## config.mk

```make
export PLATFORM = sky130hd
export DESIGN_NAME = lineq_gj_sched
export DESIGN_NICKNAME = d
export VERILOG_FILES = /design/src/rtl/lineq_gj_sched.sv
export SDC_FILE = /design/constraint.sdc
export NUM_CORES = 1
export LEC_CHECK = 0
export CORE_AREA = 2 2 85 87
export CTS_CLUSTER_DIAMETER = 100
export DETAILED_ROUTE_END_ITERATION = 8
export DIE_AREA = 0 0 87 89
export PLACE_DENSITY_LB_ADDON = 0.2
export SYNTH_ARGS = -nofsm -noshare
export SYNTH_HDL_FRONTEND = slang
export SYNTH_SLANG_ARGS = --single-unit
```

## constraint.sdc

```tcl
create_clock -name clk -period 8.35 [get_ports clk]
set_clock_uncertainty 0.1 [all_clocks]
set_input_delay 2.505 -clock clk [delete_from_list [all_inputs] [get_ports clk]]
set_output_delay 2.505 -clock clk [all_outputs]
set_load 0.005 [all_outputs]
```

## src/rtl/lineq_gj_sched.sv

```systemverilog
// Gauss-Jordan step scheduler: sequences NORM/ELIM row operations
// for an M x (M+1) augmented matrix over a valid/ready/done handshake.
module lineq_gj_sched #(
  parameter int MAX_DIM = 128,
  parameter int DIM_W   = 8,
  parameter int CNT_W   = 16
) (
  input  logic             clk,
  input  logic             reset,
  input  logic             start,
  input  logic [DIM_W-1:0] m_dim,
  input  logic [DIM_W-1:0] n_dim,
  output logic             op_valid,
  input  logic             op_ready,
  output logic [1:0]       op_type,
  output logic [DIM_W-1:0] op_pivot,
  output logic [DIM_W-1:0] op_row,
  input  logic             op_done,
  input  logic             op_status,
  output logic             busy,
  output logic             done,
  output logic [1:0]       err,
  output logic [CNT_W-1:0] ops_issued
);

  typedef enum logic [2:0] {
    S_IDLE,
    S_CHECK,
    S_ISSUE,
    S_WAIT,
    S_FIN
  } state_t;

  localparam logic [1:0] OP_NORM = 2'd0;
  localparam logic [1:0] OP_ELIM = 2'd1;
  localparam logic [1:0] E_OK    = 2'd0;
  localparam logic [1:0] E_DIM   = 2'd1;
  localparam logic [1:0] E_SING  = 2'd2;

  state_t           state_q, state_n;
  logic [DIM_W-1:0] m_q, m_n;
  logic [DIM_W-1:0] n_q, n_n;
  logic [DIM_W-1:0] k_q, k_n;
  logic [DIM_W-1:0] i_q, i_n;
  logic [1:0]       typ_q, typ_n;
  logic [1:0]       err_q, err_n;
  logic [CNT_W-1:0] cnt_q, cnt_n;

  logic [DIM_W:0] m_x;
  logic [DIM_W:0] n_x;
  logic [DIM_W:0] k_x;
  logic [DIM_W:0] row_nxt;
  logic           legal;
  logic           last_k;

  assign m_x = {1'b0, m_q};
  assign n_x = {1'b0, n_q};
  assign k_x = {1'b0, k_q};

  assign legal = (m_x >= (DIM_W+1)'(1))
              && (m_x <= (DIM_W+1)'(MAX_DIM))
              && (n_x == m_x + (DIM_W+1)'(1));

  assign last_k = (k_x + (DIM_W+1)'(1)) == m_x;

  // Next target row for this pivot: the diagonal row is never eliminated.
  always_comb begin
    row_nxt = '0;
    if (typ_q == OP_ELIM) begin
      row_nxt = {1'b0, i_q} + (DIM_W+1)'(1);
    end
    if (row_nxt == k_x) begin
      row_nxt = row_nxt + (DIM_W+1)'(1);
    end
  end

  always_ff @(posedge clk) begin
    if (reset) begin
      state_q <= S_IDLE;
      m_q     <= '0;
      n_q     <= '0;
      k_q     <= '0;
      i_q     <= '0;
      typ_q   <= OP_NORM;
      err_q   <= E_OK;
      cnt_q   <= '0;
    end else begin
      state_q <= state_n;
      m_q     <= m_n;
      n_q     <= n_n;
      k_q     <= k_n;
      i_q     <= i_n;
      typ_q   <= typ_n;
      err_q   <= err_n;
      cnt_q   <= cnt_n;
    end
  end

  always_comb begin
    state_n = state_q;
    m_n     = m_q;
    n_n     = n_q;
    k_n     = k_q;
    i_n     = i_q;
    typ_n   = typ_q;
    err_n   = err_q;
    cnt_n   = cnt_q;
    unique case (state_q)
      S_IDLE: begin
        if (start) begin
          m_n     = m_dim;
          n_n     = n_dim;
          err_n   = E_OK;
          cnt_n   = '0;
          state_n = S_CHECK;
        end
      end
      S_CHECK: begin
        if (legal) begin
          k_n     = '0;
          i_n     = '0;
          typ_n   = OP_NORM;
          state_n = S_ISSUE;
        end else begin
          err_n   = E_DIM;
          state_n = S_FIN;
        end
      end
      S_ISSUE: begin
        if (op_ready) begin
          cnt_n   = cnt_q + CNT_W'(1);
          state_n = S_WAIT;
        end
      end
      S_WAIT: begin
        if (op_done) begin
          if (typ_q == OP_NORM && op_status) begin
            err_n   = E_SING;
            state_n = S_FIN;
          end else if (row_nxt < m_x) begin
            typ_n   = OP_ELIM;
            i_n     = row_nxt[DIM_W-1:0];
            state_n = S_ISSUE;
          end else if (last_k) begin
            state_n = S_FIN;
          end else begin
            typ_n   = OP_NORM;
            k_n     = k_q + DIM_W'(1);
            i_n     = k_q + DIM_W'(1);
            state_n = S_ISSUE;
          end
        end
      end
      S_FIN: begin
        state_n = S_IDLE;
      end
      default: begin
        state_n = S_IDLE;
      end
    endcase
  end

  assign op_valid   = (state_q == S_ISSUE);
  assign busy       = (state_q == S_CHECK)
                   || (state_q == S_ISSUE)
                   || (state_q == S_WAIT);
  assign done       = (state_q == S_FIN);
  assign err        = err_q;
  assign ops_issued = cnt_q;
  assign op_type    = typ_q;
  assign op_pivot   = k_q;
  assign op_row     = i_q;

endmodule

```

[Word level (Yosys, flattened, before mapping)]
Index checks and enable logic that the tools add are counted.
Storage, ports and cells
  register bits: 55
  output and inout bits: 39
Operators by class
  $add $sub $neg: 6
  order comparisons: 3
  equal/unequal tests: 18
  mux-type cells: 34
  reduce and logical (&&, ||, !) cells: 16
Operators with widths (count)
  two-way mux 8 bit: 8
  two-way mux 16 bit: 2
  one-hot mux 16 bit (2 select lines): 1
  one-hot mux 8 bit (2 select lines): 2
  adder 8 x 1 -> 9 bit (second input constant): 3
  two-way mux 3 bit: 7
  equality test 9 x 8 -> 1 bit: 2
  two-way mux 2 bit: 9
  two-way mux 9 bit: 2
  adder 16 x 1 -> 16 bit (second input constant): 1
  inequality test 2 bit (second input constant): 8
  one-hot mux 3 bit (4 select lines): 1
  AND reduction 5 bit: 2
  adder 9 x 1 -> 9 bit (second input constant): 1
  equality test 8 x 9 -> 1 bit: 1
  < comparator 9 x 8 -> 1 bit: 1
  adder 8 x 1 -> 8 bit (second input constant): 1
  greater-or-equal comparator 8 x 1 -> 1 bit (second input constant): 1
  <= comparator 8 bit (second input constant): 1
  equality test 3 x 2 -> 1 bit (second input constant): 2
  one-hot mux 2 bit (3 select lines): 1
  AND reduction 3 bit: 2
  AND reduction 6 bit: 1
  one-hot mux 2 bit (2 select lines): 1
  other kinds (12): 16

[Logic depth before layout (Yosys ltp)]
  depth after elaboration: 9
  gate-level depth with buffers: 20
  depth with buffers taken out: 18

[Least setup slack after synthesis]
No wires, ideal clock.
  path kind: register to register
  start point: reg i_q[0] (netlist: op_row[0])
  end point: reg i_q[7] (netlist: op_row[7])
  arrival: 3.956 ns
  required time: 8.133 ns
  setup slack: 4.178 ns
  stages on the path, launching flop included: 19
  buffers on the path: 1
  period minus slack after synthesis: 4.172 ns
  cells stage by stage: dfxtp_1 -> ha_1 -> nand3_1 -> o21a_1 -> o41ai_2 -> a221oi_2 -> nor3_2 -> mux2_2 -> ha_1 -> a21o_1 -> a21o_1 -> a21oi_1 -> nor2_1 -> nor4_1 -> o31ai_1 -> a21oi_2 -> buf_2 -> mux2i_1 -> a22o_1
Between the ends
  word-level cells in the longest chain between the ends: 9
  elaborated cells on any way between the ends: 12
  classes of those cells: 2 x add/sub; 1 x order compare; 2 x eq/ne; 6 x mux; 1 x reduce/logical
Ends and longest elaborated chain
  from (decl): RTL line 44  | logic [DIM_W-1:0] i_q, i_n;
  from (signal assigned): RTL line 92  | i_q <= i_n;
  adder 8 x 1 -> 9 bit *: RTL line 70  | row_nxt = {1'b0, i_q} + (DIM_W+1)'(1);
  two-way mux 9 bit *: RTL line 69  | if (typ_q == OP_ELIM) begin
  adder 9 x 1 -> 9 bit / equality test 9 x 8 -> 1 bit (equally long branches): RTL line 73, 72
  two-way mux 9 bit *: RTL line 72  | if (row_nxt == k_x) begin
  < comparator 9 x 8 -> 1 bit: RTL line 140  | end else if (row_nxt < m_x) begin
  two-way mux 8 bit: RTL line 140
  two-way mux 8 bit: RTL line 137  | if (typ_q == OP_NORM && op_status) begin
  two-way mux 8 bit: RTL line 136  | if (op_done) begin
  one-hot mux 8 bit (2 select lines): RTL line 108  | unique case (state_q)
Every way passes the cells marked *; elsewhere a longest branch is shown, timed or not. The select of a mux whose other input is x is not followed.
A chain may end at the register's enable or synchronous reset.

[Worst setup path after layout]
  start point: reg i_q[0] (netlist: op_row[0])
  end point: reg i_q[1] (netlist: op_row[1])
The elaborated chain is that of the path after synthesis.

==> results.tsv <==
stage	metric	value	unit
outcome	outcome	finished, final reports clean	
sta	setup_violations	0	
global_routing	antenna_found_initial	0	
cts	cts-hold-fix-buffers	0	
synth	syn_avg_cell_area	7.843	um2
job	cap_violations	0	
synth	synth_edf_count	0	
cts	clk_pin_slew	110	ps
floorplan	row_count	30	
setup_path	critical-path-max-stage-delay	580	ps
cts	cts_made_buffers	5	
synth	ys_ff_latch	54	
setup_path	cp_num_buf_inv	1	
placed_design	dpl.hpwl	6.735	mm
synth	yosysWarnings	0	
floorplan	dieArea	7743	um2
cts	ctsResizeCount	0	
setup_path	worst_setup_path_end_kind	flop	
synth	ys_top_cells_by_area	dfxtp_1 30%, xnor2_1 8.5%, nand2_1 6.4%	
setup_path	required	8470	ps
synth	netlist_instances	462	
drt	drt_pass1_iterations	5	
cts	cts_tree	done	
synth	syn_area	3623	um2
cells_and_area	instances_no_fill	586	
cts	insertion_delay	320	ps
drt	drt_iter0_drc	209	
setup_path	crit_fanout	14	
global_routing	grt_start_max_net_pins	32	
setup_path	startpoint_type	flop	
drt	detail_route.wirelength	8.982	mm
drt	ant_nets	0	
power	peakVddDrop	0.08514	mV
synth	yosys.area.top_type	dfxtp_1	
synth	synth_top_area_share	29.83	%
synth	ys.flop_type	dfxtp_1	
setup_path	path_class	reg2reg	
sta	rsz0062_at_grt	false	
placed_design	gp_congestion	0.9847	
cts	root_buffer	clkbuf_8	
power	p_leak	1.622	nW
cts	post_cts_buffers	0	
global_routing	grt_first_pass_wirelength	15.21	mm
cells_and_area	synthToLayoutAreaGrowth	19.72	%
global_routing	grt_overflow	0	
sta	fin_setup_tns	0	ps
floorplan	die_height	89	um
drt	wl_per_cell	15.33	um
global_routing	grt_pass1_vias	3221	
synth	synthTopCellsByCount	62 x nand2_1, 54 x dfxtp_1, 36 x nor2_1	
floorplan	core	6719	um2
setup_path	path_cells	ha_1, xor2_1, o311ai_0, o2111ai_1, nor3_2, and4_1, xor2_1, inv_1, ha_1, a21oi_1, nor2b_1, nor4_1, o31ai_1, a21oi_2, o22ai_1, a22o_1	
sta	fin_crit_sh	65.81	%
cells_and_area	fin_nets	542	
cts	cts_buffer_depth	2	
hold_path	hold_class	reg2reg	
synth	synth_nets	499	
sta	slew_headroom	27.69	%
sta	worstMarginPinSlew	1078	ps
cells_and_area	drive_gt1_share	4.348	%
floorplan	die_width	87	um
cells_and_area	num_antenna_cells	0	
drt	avgViaCountPerCell	5.848	
drt	drc	0	
setup_path	arrival	5620	ps
sta	fmax	182.0	MHz
setup_path	path_delay_family	compound AO/OA/AOI/OAI gates	
global_routing	groute.usage.overall	24.35	%
drt	vias	3427	
sta	drv_slew	0	
power	finalPower	0.5405	mW
floorplan	ios	61	
sta	hold_viol_final	0	
synth	ys_async_sr_fraction	0	%
synth	synthDistinctLibCells	59	
synth	yosysSeqAreaShare	29.83	%
floorplan	start_util	53.93	%
synth	yosysMostFrequentCell	nand2_1	
cts	cts.htree.levels	2	
sta	final.min_clock_period	5495	ps
placed_design	io_buffer_count	59	
setup_path	slowest_stage	a21oi_2	
cts	clkSinkCount	54	
power	power_density	124.6	nW/um2
placed_design	placed_cells	578	
[state kept, by name, summed over array words and instances, names as in the netlist]
name        flops
err             2
m_q             8
n_q             8
op_pivot        8
op_row          8
op_type         1
ops_issued     16
state_q         3
[worst register-to-register path, delay by kind of cell (launching register included)]
| family | cells | cell delay [ps] |
|---|---|---|
| AOI/OAI and AO/OA | 7 | 2580 |
| and+or+nand+nor | 4 | 1060 |
| adders and majority gates | 2 | 660 |
| DFF | 1 | 540 |
| xor gates and xnor gates | 2 | 400 |
| buffers and inverters | 1 | 80 |
[stage by stage]
stage                     util (%)  area, um2  hold slack (ps)  setup slack, ps
final                        64.56       4338            372.4             2855
after CTS                    64.56       4338            375.4             2990
after floorplan                  -       3623            347.8             4178
after global placement       62.81       4220            361.4             3227
after detailed placement     62.81       4220            361.3             3037
after global routing         64.56       4338            398.4             2546
[power by group]
group	switching, mW	leakage (nW)	internal (mW)
clock	0.0952	0.0563	0.0915
sequential	0.0109	0.438	0.264
combinational	0.0404	1.13	0.0380
total	0.147	1.62	0.394
[layout make-up]
cell class | instances | area, um2
timing repair buffer | 60 | 598.1
tap | 80 | 100.1
multi-input combinational | 362 | 2359
clock buffer | 5 | 68.82
inverter | 22 | 82.58
sequential | 54 | 1081
clock inverter | 3 | 48.80
fill | 622 | 2381
[per-layer routing]
layer  global-route usage, %  part of all wire, %  vias up
li1                        -                    -     1707
met1                   33.03                   46     1593
met2                   39.28                   47      106
met3                   3.601                  4.7       21
met4                   9.233                  2.4        0
met5                       0                    0        -
[cells by family after synthesis]
group | count (synthesis) | synth area share (%)
buf+inv | 46 | 5.249
simple gates | 189 | 26.28
mux | 10 | 2.866
xor+xnor | 53 | 13.19
other cells | 1 | 0.1035
flops | 54 | 29.83
compound gates | 94 | 17.30
fa+ha+maj | 15 | 5.180
[cell usage in the layout, fill, tap and decap left out, types with 5 or more instances in the layout]
cell type        instances
a21oi_1                 33
ha_1                    15
nor3_1                   9
inv_1                   22
mux2i_1                  7
nand4_1                 10
and2_1                   6
nor2b_1                  5
and3_1                   7
o21ai_0                 16
xor2_1                  17
clkdlybuf4s50_1         59
nand2b_1                 6
or3_1                    7
nand3_1                 19
xnor2_1                 35
nand2_1                 62
dfxtp_1                 54
o21a_1                   5
clkbuf_8                 5
nor2_1                  36
a22o_1                   9
[path summary, 6_finish.rpt]
kind	cells after the start	slack, ps	from	endpoint
worst max register to register	16	2850	op_row[0]	op_row[1]
worst max-delay path	16	2850	op_row[0]	op_row[1]
worst min-delay path	2	370	n_q[7]	n_q[7]
worst min register to register	2	370	n_q[7]	n_q[7]
No activity file was read; power rests on OpenSTA's default activity.
